`config.mk`:
```
export PLATFORM = sky130hd
export DESIGN_NAME = uart_event_encoder
export DESIGN_NICKNAME = d
export VERILOG_FILES = /design/src/rtl/uart_event_encoder.sv
export SDC_FILE = /design/constraint.sdc
export NUM_CORES = 1
export LEC_CHECK = 0
export CAP_MARGIN = 25
export CORE_UTILIZATION = 59
export CTS_CLUSTER_SIZE = 25
export DETAILED_ROUTE_END_ITERATION = 10
export DONT_BUFFER_PORTS = 1
export GPL_TIMING_DRIVEN = 0
export PLACE_DENSITY = 0.78
export SLEW_MARGIN = 0
export SYNTH_ARGS = -nofsm -noshare
export SYNTH_HDL_FRONTEND = slang
export SYNTH_SLANG_ARGS = --single-unit
```
`constraint.sdc`:
```
create_clock -name I_sys_clk -period 1.95 [get_ports I_sys_clk]
set_input_delay 0.39 -clock I_sys_clk [delete_from_list [all_inputs] [get_ports I_sys_clk]]
set_output_delay 0.39 -clock I_sys_clk [all_outputs]
set_load 0.05 [all_outputs]
```
`src/rtl/uart_event_encoder.sv`:
```
// rtl/uart_event_encoder.sv - latches event pulses and emits ASCII status bytes over a valid/ready byte port (optional CR/LF suffix via UART_EVENT_CRLF_EN)
module uart_event_encoder #(
    parameter logic [7:0] CHAR_0 = 8'h41,
    parameter logic [7:0] CHAR_1 = 8'h57,
    parameter logic [7:0] CHAR_2 = 8'h53,
    parameter logic [7:0] CHAR_3 = 8'h44,
    parameter logic [7:0] CHAR_4 = 8'h42,
    parameter logic [7:0] CHAR_5 = 8'h4E,
    parameter logic [7:0] CHAR_6 = 8'h4D
) (
    input  logic       I_sys_clk,
    input  logic       I_rst,
    input  logic [6:0] I_event,
    input  logic       I_tx_ready,
    output logic [7:0] O_tx_data,
    output logic       O_tx_valid,
    output logic [6:0] O_drop,
    output logic       O_busy
);

`ifdef UART_EVENT_CRLF_EN
    typedef enum logic [1:0] {IDLE, SEND, CR, LF} state_t;
`else
    typedef enum logic [1:0] {IDLE, SEND} state_t;
`endif

    state_t     state;
    logic [6:0] pend;
    logic [2:0] sel_idx;
    logic       sel_any;
    logic [6:0] clr;
    logic [7:0] sel_char;
    logic       xfer;

    assign xfer   = O_tx_valid & I_tx_ready;
    assign O_busy = (state != IDLE) | (|pend);

    // Fixed-priority pick of the lowest pending index; only IDLE consumes it.
    always_comb begin
        sel_idx = 3'd0;
        sel_any = |pend;
        for (int i = 6; i >= 0; i--) begin
            if (pend[i]) begin
                sel_idx = i[2:0];
            end
        end
        clr = ((state == IDLE) && sel_any) ? (7'd1 << sel_idx) : 7'd0;
        case (sel_idx)
            3'd0:    sel_char = CHAR_0;
            3'd1:    sel_char = CHAR_1;
            3'd2:    sel_char = CHAR_2;
            3'd3:    sel_char = CHAR_3;
            3'd4:    sel_char = CHAR_4;
            3'd5:    sel_char = CHAR_5;
            3'd6:    sel_char = CHAR_6;
            default: sel_char = 8'h00;
        endcase
    end

    // Pending latch: a new pulse wins over a same-cycle clear; a pulse on an
    // already-pending, not-cleared bit coalesces and is reported as a drop.
    always_ff @(posedge I_sys_clk or posedge I_rst) begin
        if (I_rst) begin
            pend   <= 7'd0;
            O_drop <= 7'd0;
        end else begin
            pend   <= I_event | (pend & ~clr);
            O_drop <= I_event & pend & ~clr;
        end
    end

    // Byte sequencer: arbitration happens only in IDLE, so a character and its
    // optional CR/LF suffix always leave back to back.
    always_ff @(posedge I_sys_clk or posedge I_rst) begin
        if (I_rst) begin
            state      <= IDLE;
            O_tx_data  <= 8'h00;
            O_tx_valid <= 1'b0;
        end else begin
            case (state)
                IDLE: begin
                    if (sel_any) begin
                        O_tx_data  <= sel_char;
                        O_tx_valid <= 1'b1;
                        state      <= SEND;
                    end else begin
                        O_tx_valid <= 1'b0;
                    end
                end
                SEND: begin
                    if (xfer) begin
`ifdef UART_EVENT_CRLF_EN
                        O_tx_data <= 8'h0D;
                        state     <= CR;
`else
                        O_tx_valid <= 1'b0;
                        state      <= IDLE;
`endif
                    end
                end
`ifdef UART_EVENT_CRLF_EN
                CR: begin
                    if (xfer) begin
                        O_tx_data <= 8'h0A;
                        state     <= LF;
                    end
                end
                LF: begin
                    if (xfer) begin
                        O_tx_valid <= 1'b0;
                        state      <= IDLE;
                    end
                end
`endif
                default: begin
                    O_tx_valid <= 1'b0;
                    state      <= IDLE;
                end
            endcase
        end
    end

endmodule

```
Yosys cells after proc, flatten, opt, wreduce, memory -nomap -nowiden
Index checks and enable logic that the tools add are counted. Widths: inputs -> output; s select.

Output and inout bits: 17. Bits in read-only memories: 0. RAM bits: 0. Memories: 0. Register bits after elaboration: 25. Input port bits: 10. Latch bits: 0. Word-level logic and storage cells: 44.

Divide/modulo/power cells: 0. Shift-type cells: 1. Reductions and logical operators: 7. Order comparisons: 0. Equal/unequal tests: 9. Multiplexer cells: 15. Bitwise operators: 7. $mul: 0. $add $sub $neg: 0.

Operator list (number): $pmux 7 s7 (1); $and 7x7->7 (3); $mux 3 (7); $eq 3x3->1 const B (3); $mux 7 (1); $not 7->7 (1); $or 7x7->7 (1); $reduce_or 7->1 (1); $shl 1x3->7 const A (1); $eq 3x2->1 const B (2); $mux 2 (2); $ne 2x2->1 const B (2); $pmux 2 s2 (1); $reduce_and 2->1 (2); $eq 3x1->1 const B (1); $logic_not 3->1 (1); $eq 2x1->1 const B (1); $logic_not 2->1 (1); $mux 1 (2); $pmux 1 s2 (1); $reduce_bool 2->1 (1); $and 1x1->1 (1); $logic_and 1x1->1 (1); $or 1x1->1 (1).

Longest topological paths before layout
Gate-level depths: netlist of run 1.

Word-level depth: 12. Mapped depth: 4.

Worst setup path after synthesis of run 1
Ideal clock, no wire load.

Path kind: reg-to-output. From: register pend[0]. To: output port O_busy. Arrival time: 1180 ps. Cell stages (with the launch flop): 5. Slack: 380 ps. Cells stage by stage: dfrtp_1 or2_2 clkbuf_1 nor2_1 inv_1.

Cells in the longest elaborated chain, start to end: 2.

Ends and longest elaborated chain: start, declared (line 28) `logic [6:0] pend;`; start signal, assigned (line 67) `pend <= I_event | (pend & ~clr);`; $reduce_or 7->1 (line 36) `assign O_busy = (state != IDLE) | (|pend);`; $or 1x1->1 (line 36); end, declared (line 18) `output logic O_busy`.

Every way passes these cells.

Worst setup path in the final report of run 1
Same ends and word-level chain as after synthesis.

==> flow_summary.json, run 1 <==
{
  "status": "completed",
  "dp_hpwl_mm": 1.136,
  "critPathArrivalTime_ps": 1440,
  "slew_headroom": 0.4831,
  "drc_errors": 0,
  "ir_drop_mv": 0.5665,
  "grt_setup_unrepaired": "no",
  "numCtsBuffers": 3,
  "portBuffers": 0,
  "yosysSeqAreaShare": 0.5954,
  "required_ps": 1560,
  "syn_avg_cell_area_um2": 10.63,
  "fin_crit_sh": 0.9391,
  "routedWlPerCell_um": 14.48,
  "antenna_found_initial": 0,
  "die_x_um": 41.59,
  "core_area_um2": 1383,
  "clkTransAtPathRegs_ps": 110,
  "synth_top_area_frac": 0.5954,
  "power.internal_w": 0.0006380,
  "critical_path_class": "flip-flop to primary output",
  "yosysWarnings": 0,
  "synth_edf_count": 0,
  "crit_path_end_kind": "primary output",
  "start_util": 0.6688,
  "clock_sinks": 22,
  "clk_path_buf_depth": 2,
  "grt_overflow": 0,
  "grt_pass1_vias": 652,
  "dieArea_um2": 1729,
  "yosysMostFrequentCell": "dfrtp_1",
  "startpoint_type": "flip-flop",
  "seqPwrFrac": 0.686,
  "vias": 640,
  "synth_seq_cells": 22,
  "ant_nets": 0,
  "dp.cells": 103,
  "maxSlewViolCount": 0,
  "period_minus_slack_ps": 1831,
  "drive_gt1_frac": 0.1957,
  "placed_area_um2": 947.2,
  "finalSetupViolations": 0,
  "tightest_slew_ps": 774.5,
  "synthCells": 87,
  "syn_area_um2": 924.6,
  "final-hold-violation-count": 0,
  "synth.area.top_cells": "dfrtp_1, nand2_1, o21ai_0",
  "drt_pass1_iterations": 5,
  "placementRows": 13,
  "p_per_area_nw_per_um2": 982.5,
  "insertedDiodeCount": 0,
  "path_max_fanout": 7,
  "syn_to_final_growth_pct": 8.525,
  "p_comb_frac": 0.065,
  "grt_first_pass_wirelength_mm": 2.835,
  "cts_root_buf": "clkbuf_4",
  "grt_max_degree": 23,
  "drv_cap": 0,
  "fin_cells": 107,
  "async_reset_ff_frac": 1.000,
  "pin_count": 27,
  "skew_ps": 2.007,
  "viasPerCell": 5.981,
  "tritoncts": "yes",
  "final_area_um2": 1003,
  "synth_area_leader_cell": "dfrtp_1",
  "yosysUniqueCellTypes": 28,
  "nets": 103,
  "fmax_mhz": 546.1,
  "grt_use_total": 0.2179,
  "h-tree-depth": 1,
  "routabilityCongestion": 0.7788,
  "clk_latency_ps": 300,
  "finalSetupTns_ps": 0,
  "routed_wl_mm": 1.549,
  "netlist_top_cells_count": "dfrtp_1, nand2_1, inv_1, nor2_1, o21ai_0",
  "power_switching_w": 0.0003479,
  "hp-class": "input port to asynchronous set/reset pin",
  "synthFlopType": "dfrtp_1",
  "clkPwrFrac": 0.248,
  "swShare": 0.3529,
  "die_y_um": 41.59,
  "power_leakage_nw": 0.4503,
  "first_iter_violations": 10
}
## state kept, by name (all words and copies together), names as in the netlist
| register | count |
|---|---|
| O_drop | 7 |
| pend | 7 |
| O_tx_data | 6 |
| O_tx_valid | 1 |
| state | 1 |
## layout make-up
| cell class | count | area [µm²] |
|---|---|---|
| Multi-Input combinational cell | 56 | 346.6 |
| Fill cell | 97 | 379.1 |
| Timing Repair Buffer | 1 | 7.507 |
| Buffer | 2 | 15.01 |
| Clock buffer | 4 | 36.28 |
| Sequential cell | 22 | 553.0 |
| Tap cell | 15 | 18.77 |
| Inverter | 7 | 26.28 |
## final timing paths
path                            start           end  slack, ps  cells past startpoint
min reg2reg                  state[0]      state[0]        570                      1
max reg2reg                   pend[1]  O_tx_data[1]        340                      5
max in group asynchronous       I_rst      state[0]       1320                      1
min in group I_sys_clk     I_event[0]       pend[0]        170                      1
min                             I_rst  O_tx_data[1]        100                      1
max                           pend[0]        O_busy        120                      3
## cell usage in the layout, fill, tap and decap left out, types with 2 or more instances in the layout
cell / n
a21o_1: 3
a21oi_1: 3
and3_1: 3
buf_4: 3
clkbuf_4: 3
conb_1: 2
dfrtp_1: 20
dfrtp_2: 2
inv_1: 6
nand2_1: 10
nor2_1: 6
nor3_4: 2
nor3b_1: 2
o21ai_0: 6
o21bai_1: 3
o31ai_1: 2
## power by group through the flow
stage | combinational, W | clock (W) | sequential, W
6_report | 0.0000642 | 0.000245 | 0.000677
5_1_grt | 0.0000755 | 0.000272 | 0.000683
4_1_cts | 0.0000660 | 0.000247 | 0.000678
3_5_place_dp | 0.0000659 | 0 | 0.000687
3_3_place_gp | 0.0000633 | 0 | 0.000684
2_1_floorplan | 0.0000561 | 0 | 0.000677
## critical path, cell delays in order, from the launching register on
cell and delay [ps]:
dfrtp_2 460, or2_2 370, nor2_2 160, inv_2 140
## stage by stage
| step | worst slack [ps] | hold WS [ps] | utilization | total power, W |
|---|---|---|---|---|
| floorplan | 380.1 | 379.2 | - | 0.0007329 |
| global placement | 273.5 | 460.2 | 0.6851 | 0.0007474 |
| detailed placement | 253.2 | 468.0 | 0.6851 | 0.0007526 |
| CTS | 2.982 | 127.9 | 0.7149 | 0.0009909 |
| global route | 35.27 | 146.5 | 0.7258 | 0.001031 |
| finish | 118.8 | 99.29 | 0.7258 | 0.0009859 |
## what timing repair did
| action | CTS | global route |
|---|---|---|
| setup endpoints to repair | 1 | 1 |
| buffers inserted | 0 | 1 |
| hold buffers | 0 | 0 |
| gates resized for setup | 4 | 2 |
| pin swaps | 0 | 1 |
## metal layers
metal	track usage	wire length (µm)	up-vias
met3	0.06522	57	5
met1	0.2507	677	311
met2	0.3625	787	19
li1	-	-	305
met5	0	0	-
met4	0.1161	27	0
## cells by family after synthesis
| logic type | after synthesis | share of synthesized area |
|---|---|---|
| AND/OR/NAND/NOR | 31 | 0.1854 |
| AO/OA/AOI/OAI | 23 | 0.1664 |
| flip-flops | 22 | 0.5954 |
| buffers and inverters | 10 | 0.04871 |
| other | 1 | 0.004056 |
(Power assumes the default switching activity.)
==> inputs of run 2 (changes only) <==
CORE_MARGIN = 5   (was default)
GPL_ROUTABILITY_DRIVEN = 0   (was default)
==> run 2 against run 1 <==
- total power fell by 4.9%
- combinational power up 7.9%
- routed wire length increased by 5.9%
- sequential share of layout area is 0.26 points lower
- largest power group unchanged
- critical path depth grew 1
==> flow_summary.json, run 2 (synthesized netlist as in run 1, its figures left out) <==
{
  "period_minus_slack_ps": 1824,
  "power_switching_w": 0.0003400,
  "grt_use_total": 0.1523,
  "cts_root_buf": "clkbuf_4",
  "final-hold-violation-count": 0,
  "h-tree-depth": 1,
  "numCtsBuffers": 3,
  "grt_first_pass_wirelength_mm": 2.898,
  "grt_setup_unrepaired": "no",
  "p_per_area_nw_per_um2": 932.1,
  "layout_commonest_cell": "dfrtp_1",
  "nets": 106,
  "multiInputGateArea_um2": 340.3,
  "drc_errors": 0,
  "skew_ps": 5.966,
  "nFillCells": 116,
  "power_leakage_nw": 0.4420,
  "routed_wl_mm": 1.641,
  "ant_nets": 0,
  "tightest_slew_ps": 779.9,
  "portBuffers": 0,
  "clk_path_buf_depth": 2,
  "die_y_um": 49.59,
  "clkPwrFrac": 0.206,
  "syn_to_final_growth_pct": 8.795,
  "worst_slack_ps": 126.4,
  "slew_headroom": 0.4795,
  "clk_latency_ps": 300,
  "drive_gt1_frac": 0.2021,
  "pin_count": 27,
  "p_comb_frac": 0.074,
  "core_area_um2": 1489,
  "status": "completed",
  "routedWlPerCell_um": 14.92,
  "seqPwrFrac": 0.720,
  "dp_slack_ps": 254.7,
  "drt_pass1_iterations": 4,
  "die_x_um": 49.59,
  "swShare": 0.3626,
  "critical_path_class": "flip-flop to primary output",
  "p_total_w": 0.0009376,
  "finalSetupViolations": 0,
  "viasPerCell": 5.873,
  "first_iter_violations": 11,
  "placementRows": 14,
  "postCtsHoldBufs": 0,
  "dp_hpwl_mm": 1.173,
  "startpoint_type": "flip-flop",
  "dieArea_um2": 2459,
  "start_util": 0.6210,
  "grt_overflow": 0,
  "finalSetupTns_ps": 0,
  "clock_sinks": 22,
  "vias": 646,
  "insertedDiodeCount": 0,
  "fin_crit_sh": 0.9352,
  "maxSlewViolCount": 0,
  "reg_top3": "O_drop (7), pend (7), O_tx_data (6)",
  "final_cell_mix": "dfrtp_1, nand2_1",
  "path_max_fanout": 6,
  "fmax_mhz": 548.4,
  "crit_path_end_kind": "primary output",
  "required_ps": 1560,
  "hp-class": "input port to asynchronous set/reset pin",
  "tritoncts": "yes",
  "antenna_found_initial": 0,
  "ir_drop_mv": 0.5485,
  "grt_max_degree": 23,
  "critPathArrivalTime_ps": 1430,
  "ff_latch_area_um2": 551.8,
  "clkTransAtPathRegs_ps": 110,
  "drv_cap": 0,
  "grt_pass1_vias": 656,
  "power.internal_w": 0.0005976
}
[run 2: layout make-up]
class                      instances  area share
inverter                           7     0.02612
tap                               16     0.01990
sequential                        22      0.5485
clock buffer                       3     0.02239
multi-input combinational         56      0.3383
buffer                             2     0.01493
timing repair buffer               4     0.02985
[run 2: power by group through the flow]
| stage | clock, W | combinational (W) | sequential [W] |
|---|---|---|---|
| after floorplan | 0 | 0.0000561 | 0.000677 |
| after global placement | 0 | 0.0000629 | 0.000687 |
| after detailed placement | 0 | 0.0000660 | 0.000688 |
| after CTS | 0.000200 | 0.0000702 | 0.000677 |
| after global routing | 0.000224 | 0.0000806 | 0.000682 |
| final | 0.000193 | 0.0000693 | 0.000675 |
[run 2: per-stage QoR]
| stage | instances | utilization | cell area (µm²) | hold slack (ps) |
|---|---|---|---|---|
| 6_report | 110 | 0.6756 | 1006 | 106.2 |
| 3_5_place_dp | 104 | 0.6370 | 948.4 | 474.2 |
| 4_1_cts | 108 | 0.6597 | 982.2 | 136.3 |
| 5_1_grt | 110 | 0.6756 | 1006 | 154.6 |
| 3_3_place_gp | 104 | 0.6370 | 948.4 | 457.9 |
| 2_1_floorplan | 88 | - | 928.4 | 379.2 |
[run 2: worst max-delay path: stages, from the launching register on]
cell and delay (ps):
dfrtp_1 470, nor3_4 280, nand2_1 120, nor2_2 130
inv_2 130
[run 2: final timing paths]
check	slack (ps)	start	cells past startpoint	endpoint
max in group asynchronous	1310	I_rst	1	state[0]
worst min register to register	560	state[0]	1	state[0]
min in group I_sys_clk	170	I_event[0]	1	pend[0]
worst min-delay path	110	I_rst	1	pend[0]
worst max register to register	340	pend[3]	5	O_tx_data[1]
worst max-delay path	130	pend[3]	4	O_busy
[run 2: repair_timing]
item	4_1_cts	5_1_grt
gates cloned	0	0
pin swaps	0	1
endpoints found under the setup margin	1	1
gates resized for setup	3	1
setup buffers	1	3
[run 2: metal layers]
layer / GRT usage / vias up / wire length (µm)
met5: 0 / - / 0
met4: 0.07860 / 0 / 42
met3: 0.06024 / 5 / 116
met2: 0.2352 / 16 / 808
met1: 0.1809 / 315 / 674
li1: - / 310 / -
